<file path="config.mk">
export PLATFORM = sky130hd
export DESIGN_NAME = systolic_feed_ctrl
export DESIGN_NICKNAME = d
export VERILOG_FILES = /design/src/rtl/systolic_feed_ctrl.sv
export SDC_FILE = /design/constraint.sdc
export NUM_CORES = 1
export LEC_CHECK = 0
export ABC_AREA = 1
export ABC_CLOCK_PERIOD_IN_PS = 12400
export CAP_MARGIN = 25
export CORE_UTILIZATION = 62
export DETAILED_ROUTE_END_ITERATION = 8
export PLACE_DENSITY = 0.93
export SLEW_MARGIN = 20
export SYNTH_ARGS = -nofsm -noshare
export SYNTH_HDL_FRONTEND = slang
export SYNTH_SLANG_ARGS = --single-unit
</file>
<file path="constraint.sdc">
create_clock -name clock -period 12.4 [get_ports clock]
set_clock_uncertainty 0.2 [all_clocks]
set_input_delay 2.48 -clock clock [delete_from_list [all_inputs] [get_ports clock]]
set_output_delay 2.48 -clock clock [all_outputs]
set_load 0.02 [all_outputs]
</file>
<file path="src/rtl/systolic_feed_ctrl.sv">
// rtl/systolic_feed_ctrl.sv - job sequencer feeding skewed A/B edges into a SIZE x SIZE systolic array
// Optional SYSTOLIC_PERF_CNT_EN adds jobs_done / stall_cycles counters.
`timescale 1ns/1ps
module systolic_feed_ctrl #(
  parameter int WIDTHx = 5,
  parameter int SIZE   = 4,
  parameter int PE_LAT = 1
) (
  input  logic                          clock,
  input  logic                          reset,
  input  logic                          in_valid,
  output logic                          in_ready,
  input  logic [SIZE*SIZE*WIDTHx-1:0]   a_matrix,
  input  logic [SIZE*SIZE*WIDTHx-1:0]   b_matrix,
  output logic                          arr_clear,
  output logic                          arr_en,
  output logic [SIZE*WIDTHx-1:0]        a_edge,
  output logic [SIZE*WIDTHx-1:0]        b_edge,
  output logic                          res_valid,
  input  logic                          res_ready,
`ifdef SYSTOLIC_PERF_CNT_EN
  output logic [15:0]                   jobs_done,
  output logic [15:0]                   stall_cycles,
`endif
  output logic                          busy
);

  localparam int TW = $clog2(3*SIZE+PE_LAT);
  localparam int MW = SIZE*SIZE*WIDTHx;
  localparam int EW = SIZE*WIDTHx;
  localparam logic [TW-1:0] FEED_LAST  = TW'(2*SIZE-2);
  localparam logic [TW-1:0] DRAIN_LAST = TW'(SIZE-2+PE_LAT);

  localparam logic [2:0] IDLE  = 3'd0;
  localparam logic [2:0] CLEAR = 3'd1;
  localparam logic [2:0] FEED  = 3'd2;
  localparam logic [2:0] DRAIN = 3'd3;
  localparam logic [2:0] DONE  = 3'd4;

  logic [2:0]    state_q, state_d;
  logic [TW-1:0] t_q, t_d;
  logic [MW-1:0] a_q, a_d, b_q, b_d;
  logic [EW-1:0] a_edge_q, a_edge_d, b_edge_q, b_edge_d;

  always_comb begin
    state_d = state_q;
    t_d     = t_q;
    a_d     = a_q;
    b_d     = b_q;
    case (state_q)
      IDLE: begin
        if (in_valid) begin
          a_d     = a_matrix;
          b_d     = b_matrix;
          state_d = CLEAR;
        end
      end
      CLEAR: begin
        state_d = FEED;
        t_d     = '0;
      end
      FEED: begin
        if (t_q == FEED_LAST) begin
          state_d = DRAIN;
          t_d     = '0;
        end else begin
          t_d = t_q + 1'b1;
        end
      end
      DRAIN: begin
        if (t_q == DRAIN_LAST) begin
          state_d = DONE;
          t_d     = '0;
        end else begin
          t_d = t_q + 1'b1;
        end
      end
      DONE: begin
        if (res_ready) state_d = IDLE;
      end
      default: state_d = IDLE;
    endcase
  end

  // Edges are computed for the upcoming step so they leave the block from flops.
  always_comb begin
    a_edge_d = '0;
    b_edge_d = '0;
    if (state_d == FEED) begin
      for (int i = 0; i < SIZE; i++) begin
        if (int'(t_d) >= i && int'(t_d) - i < SIZE) begin
          a_edge_d[i*WIDTHx +: WIDTHx] = a_q[(i*SIZE + int'(t_d) - i)*WIDTHx +: WIDTHx];
          b_edge_d[i*WIDTHx +: WIDTHx] = b_q[((int'(t_d) - i)*SIZE + i)*WIDTHx +: WIDTHx];
        end
      end
    end
  end

  always_ff @(posedge clock or posedge reset) begin
    if (reset) begin
      state_q  <= IDLE;
      t_q      <= '0;
      a_q      <= '0;
      b_q      <= '0;
      a_edge_q <= '0;
      b_edge_q <= '0;
    end else begin
      state_q  <= state_d;
      t_q      <= t_d;
      a_q      <= a_d;
      b_q      <= b_d;
      a_edge_q <= a_edge_d;
      b_edge_q <= b_edge_d;
    end
  end

  assign in_ready  = (state_q == IDLE);
  assign busy      = (state_q != IDLE);
  assign arr_clear = (state_q == CLEAR);
  assign arr_en    = (state_q == FEED) || (state_q == DRAIN);
  assign res_valid = (state_q == DONE);
  assign a_edge    = a_edge_q;
  assign b_edge    = b_edge_q;

`ifdef SYSTOLIC_PERF_CNT_EN
  logic [15:0] jobs_q, stall_q;

  always_ff @(posedge clock or posedge reset) begin
    if (reset) begin
      jobs_q  <= '0;
      stall_q <= '0;
    end else if (state_q == DONE) begin
      if (res_ready) jobs_q <= jobs_q + 16'd1;
      else if (stall_q != 16'hFFFF) stall_q <= stall_q + 16'd1;
    end
  end

  assign jobs_done    = jobs_q;
  assign stall_cycles = stall_q;
`endif

endmodule
</file>
==> metrics.txt, run 1 <==
hold endpoint b_q[52]; Filler cells between 2000 and 2500; WP data required 12670 ps; Synth async-reset ratio 100%; Top Metal Used met4; period utilization 53.4%; crit-path cells ha_1 -> nand3_1 -> nand3_1 -> nand3_4 -> inv_6 -> ha_2 -> clkinv_2 -> buf_4 -> ha_1 -> ha_1 -> inv_1 -> nand3_1 -> nand2_1 -> nand2_1 -> nand2_1 -> inv_1 -> nand2_1 -> a21oi_2; die area 29000 µm²; Slowest-stage cell, CP ha_1; Final HPWL DP 47900 µm; CTS Buf Count 24; CTS-repair resized insts 0; area of the mapped netlist ~18000 µm²; Vias/cell 6.50; CTS clk-pin slew, worst paths 60 ps; main flop type after synthesis dfrtp_1; Post-Route M1 WL 26500 µm; Tmin final 6620 ps; commonest non-fill, non-tap cells in the layout nand2_1, nand3_1, inv_1; Total Wirelength 67100 µm; # hold bufs at CTS 0; Post-synth EDFFs 0; final hold vios 0; Die X 170 µm; crit end category register; Initial DRC Count approximately 3500; Synth Net Count 2939; WP buf/inv 5; antenna viol nets, final 0; die span in y 170 µm; worst r2r src t_q[0]; mean post-synth cell area 6.47 µm²; Initial Util roughly 63%; Clock Path Buffers 3; Mapped Cells 2716; Worst setup SP type register; I/O pins 209; status finished with violations; initial antenna violation count 0; fmax 151 MHz; layout cells sized above 1 5.53%; number of global-route vias before repair 18900; Setup CP Type register to register; post-synthesis sequential area ratio 29.5%; Vias 20800; failing checks design-rule violations; clock latency on the worst-skew pair 570 ps; HP Start b_q[52]; Hold/Removal Path Class register to register; r2r setup slk just under 6000 ps; clk sink count 207; DR WL met3 9970 µm; Rows roughly 60; Slew @ Worst Pin approximately 1100 ps; hold-critical path depth 1; critical path's most frequent cell nand2_1; met2 wire length roughly 28000 µm; # nets final 3025; reg-to-reg critical path endpoint a_edge[5]; Placed Instances 3154; Max-Cap Viols 0; delay-heaviest family, CP adder cells; Post-Layout Cell Count 3198; Worst EP arrival 6900 ps; drt pass-1 iters 9; RSZ-0062 raised after global routing false; Global Route Usage Sum 45.3%; first-pass GRT wire length between 100000 and 150000 µm; CTS H-tree depth 1; Slew HR 24.6%; Remaining DRCs 12; worst stage delay on the critical path 960 ps; Setup Buffers After CTS 0; Final TNS setup 0 ps; synth unique cells 59; most common cell after layout, fill and taps aside nand2_1; RePlAce Congestion 1.05; global route total overflow 0; antenna cells 0; Final Max Tran Viols 0; Area Overhead vs Synth 15.5%; r2r worst-path depth 18; synthesis warning total 0; worst-path maximum fanout 89; Port Buffers around 210; core area 27900 µm²; largest net degree at the start of global routing 126; Avg WL per Cell 21.0 µm; CTS tree built; CTS root buf clkbuf_16; Final Setup Violations 0; FF+latch count, synth 207
cell usage after synthesis (3+ instances only):
library cell	count	area, µm²
clkinv_1	3	11.3
clkbuf_1	61	229
nand2_1	736	2760
xnor2_1	7	61.3
o2111ai_1	4	35.0
or2_0	4	25.0
buf_6	14	158
a31oi_1	8	50.1
nand4_1	9	56.3
ha_1	54	676
xor2_1	9	78.8
mux2_2	44	495
o311ai_1	3	26.3
nand3_1	478	2390
nand2_2	10	62.6
a21oi_1	200	1000
o21ai_0	182	911
a21oi_2	3	26.3
o21a_1	4	30.0
or2_2	4	25.0
nor2_1	179	672
nand3_2	4	40.0
inv_1	231	867
nor2_2	3	18.8
dfrtp_1	207	5180
mux2i_1	11	110
buf_1	47	176
fa_1	5	100
buf_4	10	75.1
a211oi_1	3	22.5
o21ai_1	35	175
o22ai_1	13	81.3
inv_2	11	41.3
buf_2	33	165
o211ai_1	50	375
nor3_1	6	30.0
kinds of logic (layout without fill, tap and decap cells):
logic type	count (synthesis)	after routing	share of synthesized area, %
AND/OR/NAND/NOR	1444	1444	35.3
flip-flops	207	207	29.5
AO/OA/AOI/OAI	521	521	16.4
adder cells (fa/ha/maj)	59	59	4.42
multiplexers	55	55	3.45
XOR/XNOR	18	18	0.983
buffers and inverters	412	516	9.95
state kept, by name (all words and copies together) (netlist names):
signal and count:
a_edge 20, a_q 80, b_edge 20, b_q 80, state_q 3, t_q 4
worst max path at each step:
stage	startpoint	to	cells past startpoint
global placement	t_q[0]	a_edge[8]	17
floorplan	reset	a_edge[0]	1
detailed placement	t_q[0]	a_edge[8]	17
CTS	t_q[0]	a_edge[8]	16
finish	t_q[0]	a_edge[5]	18
global route	t_q[0]	a_edge[5]	18
metrics by stage:
stage	hold slack (ps)	utilization, %	setup slack [ps]	cell area, µm²
2_1_floorplan	271	-	4070	17600
3_3_place_gp	283	69.8	6210	19500
3_5_place_dp	294	69.9	5980	19500
4_1_cts	309	72.8	5930	20300
5_1_grt	328	72.8	5500	20300
6_report	310	72.8	5780	20300
per-layer routing:
layer / GRT usage (%) / vias to the layer above
li1: - / 9233
met1: 63.1 / 9581
met2: 66.8 / 1730
met3: 12.4 / 247
met4: 16.3 / 0
met5: 0 / -
final cells by class:
class,instances,area (µm²),area share [%]
Clock inverter,11,129,0.635
Tap cell,378,473,2.33
Timing Repair Buffer,226,2230,11.0
Sequential cell,207,5180,25.5
Clock buffer,33,684,3.37
Multi-Input combinational cell,2097,10700,52.5
Inverter,246,937,4.62
worst register-to-register path, stage by stage, from the launching register on:
cell	delay, ps
dfrtp_1	410
ha_1	250
nand3_1	160
nand3_1	180
nand3_4	370
inv_6	640
ha_2	680
clkinv_2	110
buf_4	770
ha_1	400
ha_1	960
inv_1	690
nand3_1	260
nand2_1	90
nand2_1	60
nand2_1	80
inv_1	60
nand2_1	60
a21oi_2	120
Power of run 1 is not shown: default switching activity piles up to over one toggle a cycle in this logic, so the estimate is an artifact.
==> inputs of run 2 (changes only) <==
- ABC_CLOCK_PERIOD_IN_PS: 12400 -> 5400
- CORE_UTILIZATION: 62 -> 52
- PLACE_DENSITY: 0.93 -> 0.84
- clock period: 12.4 -> 5.4 ns (I/O delays scaled with it)
==> metrics.txt, run 2 (synthesis results as in run 1) <==
Initial DRC Count 2895 (-17%); r2r setup slk 480 ps (-5300 ps); CTS clk-pin slew, worst paths 70 ps (about the same); global route total overflow 0 (unchanged); GRT met1 Usage 57.8% (-5.3 points); # nets final 3050 (+0.83%); Final HPWL DP 49600 µm (+3.6%); CTS root buf clkbuf_16; critical path's most frequent cell nand2_1; CTS H-tree depth 1 (unchanged); number of global-route vias before repair 18100 (-4.5%); CTS Buf Count 26 (+8.3%); CTS tree built; Setup Buffers After CTS 0 (unchanged); Clock Path Buffers 3 (unchanged); antenna viol nets, final 0 (unchanged); largest net degree at the start of global routing 196 (+56%); Port Buffers 208 (unchanged); GR Util met3 9.63% (-2.8 points); Final Max Tran Viols 0 (unchanged); Rows 66 (+8.2%); r2r worst-path depth 26 (+8); final hold vios 0 (unchanged); Vias/cell 6.11 (-6.1%); Final Setup Violations 0 (unchanged); Area Overhead vs Synth 18.5%; busiest grt layer met1; CTS-repair resized insts 0 (unchanged); Reg area 5180 µm² (unchanged); initial antenna violation count 2 (+2); Die X 186 µm (+9.1%); worst r2r src t_q[0]; Vias 20100 (-3.4%); met2 Resource Use GR 55.7% (-11 points); Setup CP Type register to register; RSZ-0062 raised after global routing false; Final TNS setup 0 ps (unchanged); first-pass GRT wire length 103000 µm (+0.72%); reg-to-reg critical path endpoint b_edge[9]; crit path from t_q[0]; Worst setup SP type register; layout cells sized above 1 6.46% (+0.93 points); Filler cells 3042 (+38%); final core occ 63.3% (-9.5 points); most common cell after layout, fill and taps aside nand2_1; period utilization 91.2% (+38 points); biggest registers after layout a_q (80), b_q (80); worst stage delay on the critical path 420 ps (-540 ps); Slew HR 32.0% (+7.4 points); worst-path maximum fanout 63 (-29%); die span in y 186 µm (+9.1%); drt pass-1 iters 9 (unchanged); crit end category register; Hold/Removal Path Class register to register; Total Wirelength 67500 µm (+0.54%); I/O pins 209 (unchanged); Slowest-stage cell, CP dfrtp_1; fmax 203 MHz (+35%); Multi-input gate area 10700 µm² (about the same); clock latency on the worst-skew pair 600 ps (+30 ps); Worst Setup EP b_edge[9]; RePlAce Congestion 1.04 (-0.80%); Slew @ Worst Pin 1020 ps (-110 ps); Worst EP arrival 5240 ps (-1660 ps); antenna cells 0 (unchanged); Remaining DRCs 0 (-12); status complete, no violations; die area 34500 µm² (+19%); Initial Util 53.4% (-9.6 points); Avg WL per Cell 20.5 µm (-2.2%); Tmin final 4920 ps (-1700 ps); clk sink count 207 (unchanged); Global Route Usage Sum 38.7% (-6.6 points); WP data required 5720 ps (-6950 ps); commonest non-fill, non-tap cells in the layout nand2_1, nand3_1, inv_1; core area 32900 µm² (+18%); Max-Cap Viols 0 (unchanged); # hold bufs at CTS 0 (unchanged)
run 2: layer usage:
layer	wire [µm]	vias up
met3	8590	116
li1	-	9302
met2	28400	1245
met4	1340	4
met1	29200	9420
met5	34	-
run 2: per-stage QoR:
| step | std cells | cell area, µm² | worst slack [ps] | hold WS (ps) |
|---|---|---|---|---|
| 2_1_floorplan | 2716 | 17600 | 224 | 271 |
| 3_3_place_gp | 3240 | 19800 | 588 | 282 |
| 3_5_place_dp | 3240 | 19800 | 433 | 292 |
| 4_1_cts | 3288 | 20800 | 446 | 305 |
| 5_1_grt | 3289 | 20800 | 2.74 | 320 |
| 6_report | 3289 | 20800 | 477 | 307 |
run 2: cell type report:
type	count	area share, %
inverters	246	4.48
well taps	442	2.66
flip-flops and latches	207	24.9
repair buffers	249	11.9
clock inverters	20	1.64
multi-input cells	2097	51.2
clock buffers	28	3.26
run 2: worst min-delay path by stage:
stage | from | slack, ps | end | cells after the start
floorplan | b_q[12] | 270 | b_q[12] | 1
finish | b_q[44] | 310 | b_q[44] | 1
global placement | b_q[32] | 280 | b_q[32] | 1
detailed placement | b_q[12] | 290 | b_q[12] | 1
CTS | b_q[12] | 310 | b_q[12] | 1
global route | b_q[12] | 320 | b_q[12] | 1
run 2: worst max-delay path: cells and delay by family (launching register included):
| kind | cells | cell delay, ps |
|---|---|---|
| and+or+nand+nor | 13 | 1740 |
| adders and majority gates | 4 | 1040 |
| buffers and inverters | 4 | 770 |
| xor gates and xnor gates | 2 | 450 |
| DFF | 1 | 420 |
| AOI/OAI and AO/OA | 3 | 270 |
Power of run 2 is left out for the same reason.
